--- src/rtl/rr_grant_encoder.sv ---
// Round-robin arbiter for 16 requesters with registered index/one-hot grant,
// release on done or dropped request, and a forced release after MAX_HOLD cycles.
module rr_grant_encoder #(
  parameter int N        = 16,
  parameter int IDW      = 4,
  parameter int MAX_HOLD = 8
) (
  input  logic           clk,
  input  logic           rst_n,
  input  logic           enable,
  input  logic [N-1:0]   req,
  input  logic           done,
  output logic           grant_valid,
  output logic [IDW-1:0] grant_id,
  output logic [N-1:0]   grant_onehot,
  output logic           timeout
);

  typedef enum logic {IDLE, GRANT} state_t;

  localparam logic [7:0]     HOLD_LAST = 8'(MAX_HOLD - 1);
  localparam logic [IDW-1:0] ID_LAST   = IDW'(N - 1);
  localparam logic [N-1:0]   ONE_HOT0  = {{(N-1){1'b0}}, 1'b1};

  state_t         state_q;
  logic [IDW-1:0] last_id_q;
  logic [IDW-1:0] grant_id_q;
  logic [N-1:0]   grant_onehot_q;
  logic           grant_valid_q;
  logic           timeout_q;
  logic [7:0]     hold_cnt_q;

  logic [IDW-1:0] win_id_d;
  logic           win_found_d;
  logic           holder_req;
  logic           forced;
  logic           release_d;

  // Search starts one past the last winner; the IDW-bit add wraps mod 16.
  always_comb begin : winner_search
    logic [IDW-1:0] idx;
    win_id_d    = '0;
    win_found_d = 1'b0;
    idx         = '0;
    for (int k = 1; k <= N; k++) begin
      idx = last_id_q + IDW'(k);
      if (!win_found_d && req[idx]) begin
        win_found_d = 1'b1;
        win_id_d    = idx;
      end
    end
  end

  assign holder_req = req[grant_id_q];
  assign forced     = (hold_cnt_q == HOLD_LAST);
  assign release_d  = done | ~holder_req | forced;

  always_ff @(posedge clk or negedge rst_n) begin
    if (!rst_n) begin
      state_q        <= IDLE;
      last_id_q      <= ID_LAST;
      hold_cnt_q     <= '0;
      grant_valid_q  <= 1'b0;
      grant_id_q     <= '0;
      grant_onehot_q <= '0;
      timeout_q      <= 1'b0;
    end else begin
      timeout_q <= 1'b0;
      case (state_q)
        IDLE: begin
          if (enable && win_found_d) begin
            state_q        <= GRANT;
            grant_valid_q  <= 1'b1;
            grant_id_q     <= win_id_d;
            grant_onehot_q <= ONE_HOT0 << win_id_d;
            last_id_q      <= win_id_d;
            hold_cnt_q     <= '0;
          end
        end
        GRANT: begin
          if (release_d) begin
            state_q        <= IDLE;
            grant_valid_q  <= 1'b0;
            grant_id_q     <= '0;
            grant_onehot_q <= '0;
            // A done or a dropped request on the same cycle masks the timeout.
            timeout_q      <= forced & ~done & holder_req;
          end else if (hold_cnt_q != HOLD_LAST) begin
            hold_cnt_q <= hold_cnt_q + 8'd1;
          end
        end
        default: state_q <= IDLE;
      endcase
    end
  end

  assign grant_valid  = grant_valid_q;
  assign grant_id     = grant_id_q;
  assign grant_onehot = grant_onehot_q;
  assign timeout      = timeout_q;

endmodule
--- config.mk ---
export PLATFORM = sky130hd
export DESIGN_NAME = rr_grant_encoder
export DESIGN_NICKNAME = d
export VERILOG_FILES = /design/src/rtl/rr_grant_encoder.sv
export SDC_FILE = /design/constraint.sdc
export NUM_CORES = 1
export LEC_CHECK = 0
export ABC_AREA = 1
export BUFFER_PORTS_ARGS = -buffer_cell sky130_fd_sc_hd__buf_4
export CAP_MARGIN = 30
export CORE_MARGIN = 2
export CORE_UTILIZATION = 54
export CTS_CLUSTER_DIAMETER = 80
export DETAILED_ROUTE_END_ITERATION = 10
export GPL_TIMING_DRIVEN = 0
export PLACE_DENSITY = 0.74
export SYNTH_ARGS = -nofsm -noshare
export SYNTH_HDL_FRONTEND = slang
export SYNTH_SLANG_ARGS = --single-unit
export TNS_END_PERCENT = 20
--- constraint.sdc ---
create_clock -name clk -period 4.1 [get_ports clk]
set_input_delay 0.205 -clock clk [delete_from_list [all_inputs] [get_ports clk]]
set_output_delay 0.205 -clock clk [all_outputs]
set_load 0.01 [all_outputs]
==> results of run 1 <==
==> registers in the layout (all words and copies together) (netlist names) <==
signal / cells
grant_onehot: 16
hold_cnt_q: 8
grant_id: 4
last_id_q: 4
grant_valid: 1
state_q: 1
timeout: 1
==> how the worst max path moves through the flow <==
| stage | startpoint | end | depth (start not counted) |
|---|---|---|---|
| finish | last_id_q[0] | hold_cnt_q[5] | 25 |
| global route | last_id_q[0] | hold_cnt_q[3] | 25 |
| CTS | last_id_q[1] | grant_onehot[14] | 26 |
| detailed placement | last_id_q[1] | hold_cnt_q[3] | 19 |
| global placement | last_id_q[1] | grant_onehot[14] | 20 |
| floorplan | last_id_q[1] | hold_cnt_q[6] | 25 |
==> worst max-delay path: cells and delay by family, from the launching register on <==
kind / cells / cell delay, ns
buffers and inverters: 6 / 0.79
AO/OA/AOI/OAI: 1 / 0.07
AND/OR/NAND/NOR: 17 / 1.99
flip-flops: 1 / 0.59
adder cells (fa/ha/maj): 1 / 0.26
==> per-stage QoR <==
step,setup slack [ns],util (%),std cells
floorplan,0.556,-,619
global placement,-0.110,61.5,740
detailed placement,-0.120,61.5,740
CTS,0.0964,64.0,750
global route,0.0126,66.1,755
finish,0.260,66.1,755
==> cell usage in the layout, fill, tap and decap left out, types with 3 or more instances in the layout <==
master,netlist,final
nor2_4,5,7
nor2_1,59,56
nand3_1,119,119
buf_2,6,3
inv_1,55,53
buf_4,4,51
o21a_1,4,4
clkbuf_8,0,5
inv_2,6,8
dfstp_2,4,4
o21ai_0,21,20
o21ai_1,13,13
buf_6,3,5
nand2_2,7,10
nand4_4,2,3
nand2_1,201,198
ha_1,9,7
dfrtp_1,31,31
a21oi_1,5,5
o221ai_1,4,4
nand3b_1,4,4
nand4_1,24,24
nor3_1,3,3
xor2_1,9,8
==> cells by family after synthesis <==
kind of cell               after synthesis  synth area share [%]
AOI/OAI and AO/OA                       51                  7.74
xor gates and xnor gates                13                  3.24
and+or+nand+nor                        431                  53.1
buffers and inverters                   80                  9.41
DFF                                     35                  23.5
adders and majority gates                9                  3.00
==> routing by layer <==
metal  share of wire, %  vias up
met1                 43     1987
met3                6.2       28
met2                 48      179
met5                  0        -
met4                2.5        0
li1                   -     2155
==> final cells by class <==
| class | count | share of cell area, % |
|---|---|---|
| clock buffers | 5 | 1.54 |
| clock inverters | 3 | 1.51 |
| plain buffers | 15 | 2.61 |
| repair buffers | 48 | 8.41 |
| multi-input cells | 504 | 58.3 |
| flip-flops and latches | 35 | 19.7 |
| inverters | 65 | 5.66 |
| well taps | 80 | 2.24 |
==> timing repair <==
action | CTS | global route
pin swaps | 0 | 3
hold endpoints to repair | 31 | 0
gates cloned | 0 | 0
endpoints found under the setup margin | 26 | 33
buffers inserted | 1 | 5
resized for setup | 3 | 23
hold buffers | 1 | 0
==> flow_summary.ini, run 1 <==
[grt]
use_met1_pct = 40.5
grt_max_degree = 36
gr-usage-met3_pct = 4.55
antenna_found_initial = 0
busiest_layer = met2
grt_pass1_vias = 4139
grtUsageMet2_pct = 53.0
grt_pass1_wl_mm = 19.1
grtUsageTotal_pct = 31.5
grt_overflow = 0

[sta]
worst_slew_pin_slew_ns = 0.563
setup_viol = 0
fin_tns_setup_ns = 0
rsz0062_at_grt = false
hold_viol_final = 0
skew_ns = 0.00824
fmax_mhz = 260
fin_crit_ns = 3.84
slew_viol_final = 0
finalCritPeriodShare_pct = 93.7
maxSlewHeadroom_pct = 62.1
hold_ws_ns = 0.156

[drt]
first_pass_iters = 6
wl_per_cell_um = 15.2
drc = 0
vias = 4349
final_antenna_net_count = 0
avgViaCountPerCell = 5.76
drtIter0Drc = 414
finalWirelength_mm = 11.5

[worst_setup_path]
worstReg2RegStart = last_id_q[0]
worstSetupPathType = reg2reg
r2r_end = hold_cnt_q[5]
arrival_ns = 4.01
critPathMaxFanout = 10
setup.worst_path.end_class = register
required_ns = 4.27
start_kind = register
r2r_setup_slack_ns = 0.26
ff2ff_path_depth = 25
slowest_stage = dfstp_2
slowest_delay_ns = 0.59
crit_path_frequent_cell = nor2_4

[yosys]
synth_common_cells = nand2_1, nand3_1, nor2_1
netlist_instances = 619
ys_seq_elements = 35
synth_top_area_cell = dfrtp_1
synth_top_area_share_pct = 20.7
yosysSeqAreaShare_pct = 23.5
synth_edf_count = 0
synth_cell_types = 38
synth.avg_cell_area_um2 = 6.06
synthFlopType = dfrtp_1
synth.most_common_cell = nand2_1
syn_nets = 648
ys_top_cells_by_area = dfrtp_1, nand2_1, nand3_1, nor2_1, inv_1
yosys_warnings = 0
async_reset_ff_share_pct = 100
synth_area_mm2 = 0.00375

[die]
rows = 30
start_util_pct = 55.5
core_area_mm2 = 0.00676
dieHeight_um = 87.3
ioPinCount = 42
dieArea_mm2 = 0.00762
die_w_um = 87.3

[final_layout]
final_area_mm2 = 0.00447
syn_to_final_growth_pct = 19.1
multi_input_area_mm2 = 0.00260
antenna_cells = 0
drive_above_1_share_pct = 17.2
fill_cells = 635
nets = 703
regArea_um2 = 881

[clock_network]
cts-root-buf = clkbuf_8
worstSkewPairLatency_ns = 0.29
cts.clk_slew.worst_paths_ns = 0.08
cts_buffers = 5
cts_buffer_depth = 2
cts_sinks = 35
h-tree-depth = 2
tritoncts = done

[flow_run]
maxCapViolCount = 0

[placement]
hpwl_mm = 8.74
globalplace.congestion = 0.953
portBuffers = 41
place_area_mm2 = 0.00416

[worst_hold_path]
min_from = done
hold_path_end = timeout
hold_path_class = in2reg
worstHoldPathCells = 3

[status]
outcome = finished, final reports clean
Power of run 1 is not shown: default switching activity piles up to over one toggle a cycle in this logic, so the estimate is an artifact.
==> inputs of run 2 (changes only) <==
- PLACE_DENSITY: 0.74 -> 0.81
==> flow_summary.ini, run 2 (synthesis gave the netlist of run 1 again) <==
[status]
outcome = finished, final reports clean

[sta]
fin_crit_ns = 3.82
setup_viol = 0
hold_ws_ns = 0.159
worst_slew_pin_slew_ns = 0.650
finalCritPeriodShare_pct = 93.2
hold_viol_final = 0
skew_ns = 0.00702
slew_viol_final = 0
fmax_mhz = 262
maxSlewHeadroom_pct = 56.2
fin_tns_setup_ns = 0

[worst_setup_path]
cp-endpoint = grant_valid
worstSetupPathType = reg2reg
required_ns = 4.28
setup.worst_path.end_class = register
ff2ff_path_depth = 23
start_kind = register
critPathMaxFanout = 13
cp-startpoint = last_id_q[1]
r2r_end = grant_valid
r2r_setup_slack_ns = 0.28
arrival_ns = 4.00
worstReg2RegStart = last_id_q[1]

[drt]
vias = 4332
finalWirelength_mm = 11.0
drc = 0
drtIter0Drc = 321
first_pass_iters = 5
avgViaCountPerCell = 5.77
wl_per_cell_um = 14.7
final_antenna_net_count = 0

[clock_network]
cts-root-buf = clkbuf_8
worstSkewPairLatency_ns = 0.29
cts.clk_slew.worst_paths_ns = 0.08
cts_sinks = 35
h-tree-depth = 2
cts_buffers = 5
cts_buffer_depth = 2
tritoncts = done

[final_layout]
layout_commonest_cell = nand2_1
antenna_cells = 0
regArea_um2 = 881
largest_reg_flops = 16
multi_input_area_mm2 = 0.00259
fill_cells = 630
utilization_pct = 64.9
drive_above_1_share_pct = 15.9
layout_common_cells = nand2_1, nand3_1, nor2_1, inv_1, buf_4
syn_to_final_growth_pct = 17.0
nets = 699

[die]
core_area_mm2 = 0.00676
dieArea_mm2 = 0.00762
start_util_pct = 55.5
ioPinCount = 42
dieHeight_um = 87.3
die_w_um = 87.3
rows = 30

[grt]
grt_pass1_vias = 4076
grtUsageTotal_pct = 30.2
grt_pass1_wl_mm = 18.5
antenna_found_initial = 0
grt_overflow = 0
grt_max_degree = 36

[placement]
hpwl_mm = 8.50
globalplace.congestion = 0.944
portBuffers = 41

[worst_hold_path]
worstHoldPathCells = 3
hold_path_class = in2reg

[flow_run]
maxCapViolCount = 0
## run 2: cell types whose count changed in the layout (fill, tap and decap cells not counted), sizes merged
cell | before | now
buf | 60 | 56
clkinv | 2 | 3
bufinv | 2 | 1
## run 2: routing by layer
layer	up-vias	global-route usage, %	part of all wire (%)
met5	-	0	0
met4	0	12.6	3.3
met3	30	3.60	6.9
met2	189	51.6	48
met1	1960	38.3	42
li1	2153	-	-
## run 2: worst min-delay path by stage
stage                  endpoint  slack, ns  startpoint
6_report                timeout       0.16        done
5_1_grt                 timeout       0.16        done
3_5_place_dp    grant_onehot[6]       0.17       rst_n
2_1_floorplan       grant_id[0]      -0.09       rst_n
4_1_cts                 timeout       0.15        done
3_3_place_gp   grant_onehot[14]       0.17       rst_n
## run 2: critical path, cell delays in order (launching register included)
cell	delay (ns)
dfstp_2	0.56
inv_1	0.11
buf_6	0.19
ha_4	0.29
inv_2	0.05
nand3_1	0.11
nand3_1	0.09
nand2_1	0.10
inv_1	0.05
o21ai_0	0.52
inv_1	0.20
nand4_4	0.18
nor2_8	0.06
nand4_4	0.10
nor2_4	0.06
nand3_1	0.13
nand2_2	0.08
nor2_4	0.22
inv_6	0.08
nand2_4	0.08
clkinv_2	0.13
buf_6	0.17
nand2_1	0.07
nand2_1	0.05
## run 2: cell type report
type	instances	area share [%]
Multi-Input combinational cell	504	59.0
Sequential cell	35	20.1
Timing Repair Buffer	44	7.59
Inverter	65	5.73
Buffer	15	2.65
Tap cell	80	2.28
Clock buffer	5	1.57
Clock inverter	3	1.06
## run 2: stage by stage
step	cells	setup WS (ns)	instance area, µm²
after floorplan	619	0.556	3750
after global placement	740	-0.0669	4160
after detailed placement	740	-0.156	4160
after CTS	749	0.0196	4290
after global routing	751	-0.00436	4390
final	751	0.279	4390
## run 2: repair_timing
action	4_1_cts	5_1_grt
setup buffers	0	2
hold buffers	1	0
resized for setup	3	15
pin swaps	0	1
endpoints found under the hold margin	31	0
endpoints found under the setup margin	24	33
Power of run 2 is left out for the same reason.
==> inputs of run 3 (changes only) <==
- CORE_UTILIZATION: 54 -> 38
- PLACE_DENSITY: 0.81 -> 0.63
==> flow_summary.ini, run 3 (synthesis gave the netlist of run 1 again) <==
[grt]
grt_max_degree = 36
grt_pass1_vias = 3994
grt_overflow = 0
grtUsageTotal_pct = 22.7
grt_pass1_wl_mm = 19.1
antenna_found_initial = 0

[final_layout]
fill_cells = 1039
layout_common_cells = nand2_1, nand3_1, nor2_1, inv_1, buf_4
syn_to_final_growth_pct = 19.2
drive_above_1_share_pct = 16.8
antenna_cells = 0
nets = 702
utilization_pct = 46.1
largest_reg_flops = 16
layout_commonest_cell = nand2_1

[clock_network]
cts.clk_slew.worst_paths_ns = 0.07
cts-root-buf = clkbuf_8
h-tree-depth = 2
cts_sinks = 35
cts_buffers = 5
worstSkewPairLatency_ns = 0.28
tritoncts = done
cts_buffer_depth = 2

[placement]
pre_cts_slack_ns = -0.276
globalplace.congestion = 0.916
portBuffers = 41
hpwl_mm = 9.24

[drt]
drtIter0Drc = 258
vias = 4255
drc = 0
final_antenna_net_count = 0
avgViaCountPerCell = 5.27
wl_per_cell_um = 14.6
finalWirelength_mm = 11.8
first_pass_iters = 5

[flow_run]
maxCapViolCount = 0

[worst_setup_path]
setup.worst_path.end_class = register
arrival_ns = 4.00
start_kind = register
cp-startpoint = last_id_q[1]
worstReg2RegStart = last_id_q[1]
required_ns = 4.27
critPathMaxFanout = 13
worstSetupPathType = reg2reg

[worst_hold_path]
min_from = done
hold_path_class = in2reg

[die]
rows = 36
core_area_mm2 = 0.00968
die_w_um = 103
dieHeight_um = 103
start_util_pct = 38.7
dieArea_mm2 = 0.0107
ioPinCount = 42

[sta]
setup_viol = 0
worst_slew_pin_slew_ns = 0.605
fmax_mhz = 261
hold_ws_ns = 0.201
finalCritPeriodShare_pct = 93.4
slew_viol_final = 0
hold_viol_final = 0
skew_ns = 0.00708
fin_crit_ns = 3.83
setup_ws_ns = 0.271
maxSlewHeadroom_pct = 59.2

[status]
outcome = finished, final reports clean
[run 3: final cells by class]
cell class                 count  area (µm²)  area share (%)
inverter                      65         256            5.74
tap                          133         166            3.73
timing repair buffer          47         355            7.96
clock inverter                 1        5.00           0.112
multi-input combinational    504        2600            58.2
clock buffer                   7        86.3            1.93
buffer                        15         116            2.61
sequential                    35         881            19.7
[run 3: per-layer routing]
metal	vias to the layer above	track usage [%]	share of wire, %
met2	158	37.9	44
li1	2148	-	-
met3	19	2.62	7.1
met5	-	0	0
met4	0	5.67	1.7
met1	1930	31.6	47
[run 3: final timing paths]
| path | to | slack, ns | depth (start not counted) |
|---|---|---|---|
| worst min register to register | grant_onehot[11] | 0.49 | 2 |
| worst max-delay path | hold_cnt_q[6] | 0.27 | 23 |
| max in group asynchronous | last_id_q[3] | 3.35 | 2 |
| worst min-delay path | timeout | 0.20 | 3 |
| worst max register to register | hold_cnt_q[6] | 0.27 | 23 |
| min in group asynchronous | grant_onehot[13] | 0.40 | 2 |
[run 3: metrics by stage]
stage                     setup TNS (ns)  instances  cell area [µm²]
after detailed placement           -5.18        793             4220
final                                  0        807             4470
after global routing            -0.00340        807             4470
after CTS                              0        802             4360
after floorplan                        0        619             3750
after global placement             -4.45        793             4220
[run 3: critical path: stages (launching register included)]
cell and delay [ns]:
dfstp_2 0.56, inv_1 0.11, buf_6 0.19, ha_4 0.33, inv_1 0.15, nand3_1 0.16, nand2_1 0.07, nand2_1 0.10
nand2_2 0.13, nor2_4 0.18, nand4_4 0.12, nor2_4 0.18, nand4_4 0.13, nor2_8 0.19, nand4_4 0.13, nor2_4 0.19
nand3_1 0.10, nand2_2 0.09, nor2_4 0.07, inv_6 0.09, nand2_2 0.08, buf_2 0.19, nand3b_1 0.09, o21ai_1 0.07
[run 3: what timing repair did]
action                                  4_1_cts  5_1_grt
hold endpoints to repair                     31        0
endpoints found under the setup margin       28       33
cloned                                        0        0
buffers inserted                              0        5
hold buffers                                  1        0
pin swaps                                     0        5
resized for setup                             8       15
Power of run 3 is left out for the same reason.
